## src/rtl/banco_entrada.sv

```systemverilog
// Four-port four-phase input bank with synchronized req, per-port holding registers and CPU read port.
// Define INPUT_OVERRUN_EN for overwrite mode with sticky overrun flags; default build applies backpressure.
module banco_entrada #(
    parameter int WIDTH = 8
) (
    input  logic             clk,
    input  logic             reset,
    input  logic [WIDTH-1:0] in0,
    input  logic [WIDTH-1:0] in1,
    input  logic [WIDTH-1:0] in2,
    input  logic [WIDTH-1:0] in3,
    input  logic [3:0]       req,
    output logic [3:0]       ack,
    input  logic [1:0]       select,
    input  logic             re,
    output logic [WIDTH-1:0] out,
    output logic [3:0]       valid,
    output logic [3:0]       overrun
);

    typedef enum logic [1:0] {
        IDLE      = 2'd0,
        ACKED     = 2'd1,
        WAIT_FULL = 2'd2
    } state_t;

    state_t           state_q [4];
    state_t           state_d [4];
    logic [WIDTH-1:0] hold_q  [4];
    logic [WIDTH-1:0] hold_d  [4];
    logic [WIDTH-1:0] in_w    [4];
    logic [3:0]       sync0_q, sync1_q;
    logic [3:0]       ack_q, ack_d;
    logic [3:0]       valid_q, valid_d;
    logic [3:0]       overrun_q, overrun_d;
    logic [3:0]       rd;

    always_comb begin
        in_w[0] = in0;
        in_w[1] = in1;
        in_w[2] = in2;
        in_w[3] = in3;
    end

    // A read only counts on the selected port while it holds data.
    always_comb begin
        rd = '0;
        for (int unsigned i = 0; i < 4; i++) begin
            rd[i] = re && (select == 2'(i)) && valid_q[i];
        end
    end

    always_comb begin
        for (int unsigned i = 0; i < 4; i++) begin
            state_d[i]   = state_q[i];
            hold_d[i]    = hold_q[i];
            valid_d[i]   = valid_q[i] & ~rd[i];
            overrun_d[i] = overrun_q[i] & ~rd[i];
            case (state_q[i])
                IDLE: begin
                    if (sync1_q[i]) begin
`ifdef INPUT_OVERRUN_EN
                        hold_d[i]    = in_w[i];
                        valid_d[i]   = 1'b1;
                        overrun_d[i] = valid_q[i] & ~rd[i];
                        state_d[i]   = ACKED;
`else
                        // A read on the capture edge frees the register in time.
                        if (!valid_q[i] || rd[i]) begin
                            hold_d[i]  = in_w[i];
                            valid_d[i] = 1'b1;
                            state_d[i] = ACKED;
                        end else begin
                            state_d[i] = WAIT_FULL;
                        end
`endif
                    end
                end
                ACKED: begin
                    if (!sync1_q[i]) begin
                        state_d[i] = IDLE;
                    end
                end
                WAIT_FULL: begin
                    if (!sync1_q[i]) begin
                        state_d[i] = IDLE;
                    end else if (!valid_q[i]) begin
                        hold_d[i]  = in_w[i];
                        valid_d[i] = 1'b1;
                        state_d[i] = ACKED;
                    end
                end
                default: state_d[i] = IDLE;
            endcase
`ifndef INPUT_OVERRUN_EN
            overrun_d[i] = 1'b0;
`endif
            ack_d[i] = (state_d[i] == ACKED);
        end
    end

    always_ff @(posedge clk or posedge reset) begin
        if (reset) begin
            sync0_q   <= '0;
            sync1_q   <= '0;
            ack_q     <= '0;
            valid_q   <= '0;
            overrun_q <= '0;
            for (int unsigned i = 0; i < 4; i++) begin
                state_q[i] <= IDLE;
                hold_q[i]  <= '0;
            end
        end else begin
            sync0_q   <= req;
            sync1_q   <= sync0_q;
            ack_q     <= ack_d;
            valid_q   <= valid_d;
            overrun_q <= overrun_d;
            for (int unsigned i = 0; i < 4; i++) begin
                state_q[i] <= state_d[i];
                hold_q[i]  <= hold_d[i];
            end
        end
    end

    assign ack     = ack_q;
    assign valid   = valid_q;
    assign overrun = overrun_q;
    assign out     = hold_q[select];

endmodule

```

## config.mk

```make
export PLATFORM = sky130hd
export DESIGN_NAME = banco_entrada
export DESIGN_NICKNAME = d
export VERILOG_FILES = /design/src/rtl/banco_entrada.sv
export SDC_FILE = /design/constraint.sdc
export NUM_CORES = 1
export LEC_CHECK = 0
export CORE_ASPECT_RATIO = 0.75
export CORE_MARGIN = 5
export CORE_UTILIZATION = 53
export DETAILED_ROUTE_END_ITERATION = 8
export MAX_ROUTING_LAYER = met4
export PLACE_DENSITY = 0.84
export SLEW_MARGIN = 20
export SYNTH_ARGS = -nofsm -noshare
export SYNTH_HDL_FRONTEND = slang
export SYNTH_SLANG_ARGS = --single-unit
```

## constraint.sdc

```tcl
create_clock -name clk -period 3.2 [get_ports clk]
set_input_delay 0.64 -clock clk [delete_from_list [all_inputs] [get_ports clk]]
set_output_delay 0.64 -clock clk [all_outputs]
set_load 0.01 [all_outputs]
```

==> out/metrics.csv <==
metric;value;unit
track_usage;20.9;%
max_freq;0.334;GHz
grt_pass1_wl;10500;um
insertion_delay;0.31;ns
area_growth;27.3;%
grt_pass1_vias;2027;
ctsHoldBuffers;0;
nNetsFinal;313;
ios;61;
layout_setup_ws;0.208;ns
max_stage_delay;0.52;ns
synthArstFlopShare;100;%
cts_buffer_depth;2;
maxSlewViolCount;0;
synth-edff-count;0;
place_congestion;0.866;
setup_viol;0;
hold_violations;0;
yosysSeqAreaShare;53.6;%
end_kind;primary output;
vias;2022;
setup_tns;0;ns
cts_made_buffers;5;
ctsResizeCount;0;
grt_max_degree;31;
status;finished, final reports clean;
die_h;70.8;um
mostFrequentLayoutCells;56 x dfrtp_1, 56 x clkdlybuf4s50_1, 22 x o21ai_0, 17 x nand3_1;
wl_met3;430;um
ff2ff_setup_slack;1.28;ns
leakagePower;1.32;nW
cp.required;2.56;ns
critPathLaunchType;input port;
vias_per_cell;6.07;
wl_met2;2820;um
routed_wl;6200;um
hp-class;register to register;
die_w;91.1;um
drt_pass1_iterations;5;
ir_drop;0.344;mV
tightest_slew;0.836;ns
worstPathArrival;2.35;ns
place_ws;0.205;ns
routedWlPerCell;18.6;um
path_max_fanout;14;
timing.hold.ws;0.358;ns
synth_top_flop_cell;dfrtp_1;
coreArea;4840;um^2
cp_slowest_cell;clkdlybuf4s50_1;
h-tree-depth;2;
antenna_found_initial;0;
top_layer;met4;
cts_sinks;56;
avgSynthCellArea;11.9;um^2
antenna_cells;0;
cts_root_buffer;clkbuf_8;
rsz0062_at_grt;false;
netlist_area;2610;um^2
place_area;3240;um^2
cts.clk_slew.worst_paths;0.10;ns
fin_crit;2.99;ns
ant_nets;0;
path_cells;clkdlybuf4s50_1 > buf_12 > mux4_2 > clkdlybuf4s50_1;
p_per_area;695;nW/um^2
cpMostUsedCell;clkdlybuf4s50_1;
synthCells;220;
drc_errors;0;
synth_cell_types;29;
grt_overflow_total;0;
stdcell_area;3320;um^2
relSlewSlack;44.1;%
rows;22;
clock_skew;0.00835;ns
postCtsSetupBuffers;0;
start_util;53.9;%
die_area;6450;um^2
crit_type;input port to primary output;
drtIter0Drc;138;
synth_seq_cells;56;
report.power.total;2.31;mW
hpwl;4520;um
cap_violations;0;
portBuffers;56;
fin_crit_sh;93.5;%
met1Wirelength;2880;um
yosysWarnings;0;
drive_gt1_share;15.4;%
cts_tree;yes;
state kept, by name, summed over array words and instances (netlist names):
| name | flops |
|---|---|
| state_q | 8 |
| sync1_q | 4 |
| sync0_q | 4 |
| hold_q | 32 |
| ack | 4 |
| valid | 4 |
cell usage after synthesis, types with 6 or more instances:
| cell | n | area [um^2] |
|---|---|---|
| mux2_2 | 16 | 180 |
| clkbuf_1 | 12 | 45.0 |
| nand3_1 | 17 | 85.1 |
| mux4_2 | 8 | 180 |
| o211ai_1 | 16 | 120 |
| nand2_1 | 10 | 37.5 |
| dfrtp_1 | 56 | 1400 |
| a21oi_1 | 6 | 30.0 |
| nand4b_1 | 16 | 140 |
| o21ai_0 | 22 | 110 |
per-layer routing:
metal | up-vias | GRT usage (%)
met3 | 9 | 4.25
li1 | 917 | -
met4 | 0 | 5.54
met5 | - | -
met2 | 83 | 29.5
met1 | 1013 | 31.0
final timing paths:
path / end / cells after the start / start
min in group asynchronous: ack[2]$_DFF_PP0_ / 2 / reset
setup / recovery: out[6] / 4 / select[0]
hold reg to reg: sync1_q[3]$_DFF_PP0_ / 0 / sync0_q[3]$_DFF_PP0_
setup reg to reg: hold_q[3]$_DFFE_PP0P_ / 3 / valid[3]$_DFF_PP0_
max in group asynchronous: hold_q[5]$_DFFE_PP0P_ / 3 / reset
hold / removal: sync1_q[3]$_DFF_PP0_ / 0 / sync0_q[3]$_DFF_PP0_
layout make-up:
type | count | area [um^2]
fillers | 373 | 1520
flip-flops and latches | 56 | 1400
multi-input cells | 144 | 1120
repair buffers | 62 | 631
well taps | 60 | 75.1
clock buffers | 6 | 72.6
clock inverters | 2 | 13.8
inverters | 3 | 11.3
power breakdown:
| group | internal (mW) | switching (mW) | leakage [nW] |
|---|---|---|---|
| Sequential | 0.945 | 0.181 | 0.656 |
| Clock | 0.156 | 0.223 | 0.0456 |
| Combinational | 0.467 | 0.338 | 0.621 |
| Total | 1.57 | 0.743 | 1.32 |
stage by stage:
stage | std cells | util, %
floorplan | 223 | -
global placement | 325 | 66.8
detailed placement | 325 | 66.8
CTS | 333 | 68.6
global route | 333 | 68.6
finish | 333 | 68.6
logic make-up (layout without fill, tap and decap cells):
group | after synthesis | after routing | synth area share [%]
AOI/OAI and AO/OA | 54 | 54 | 13.2
buffers and inverters | 23 | 73 | 3.93
DFF | 56 | 56 | 53.6
muxes | 24 | 24 | 13.8
other | 1 | 4 | 0.144
and+or+nand+nor | 62 | 62 | 15.3
critical path: cells and delay by family:
family	cells	cell delay (ns)
buffers and inverters	3	1.19
multiplexers	1	0.52
(Power assumes the default switching activity.)
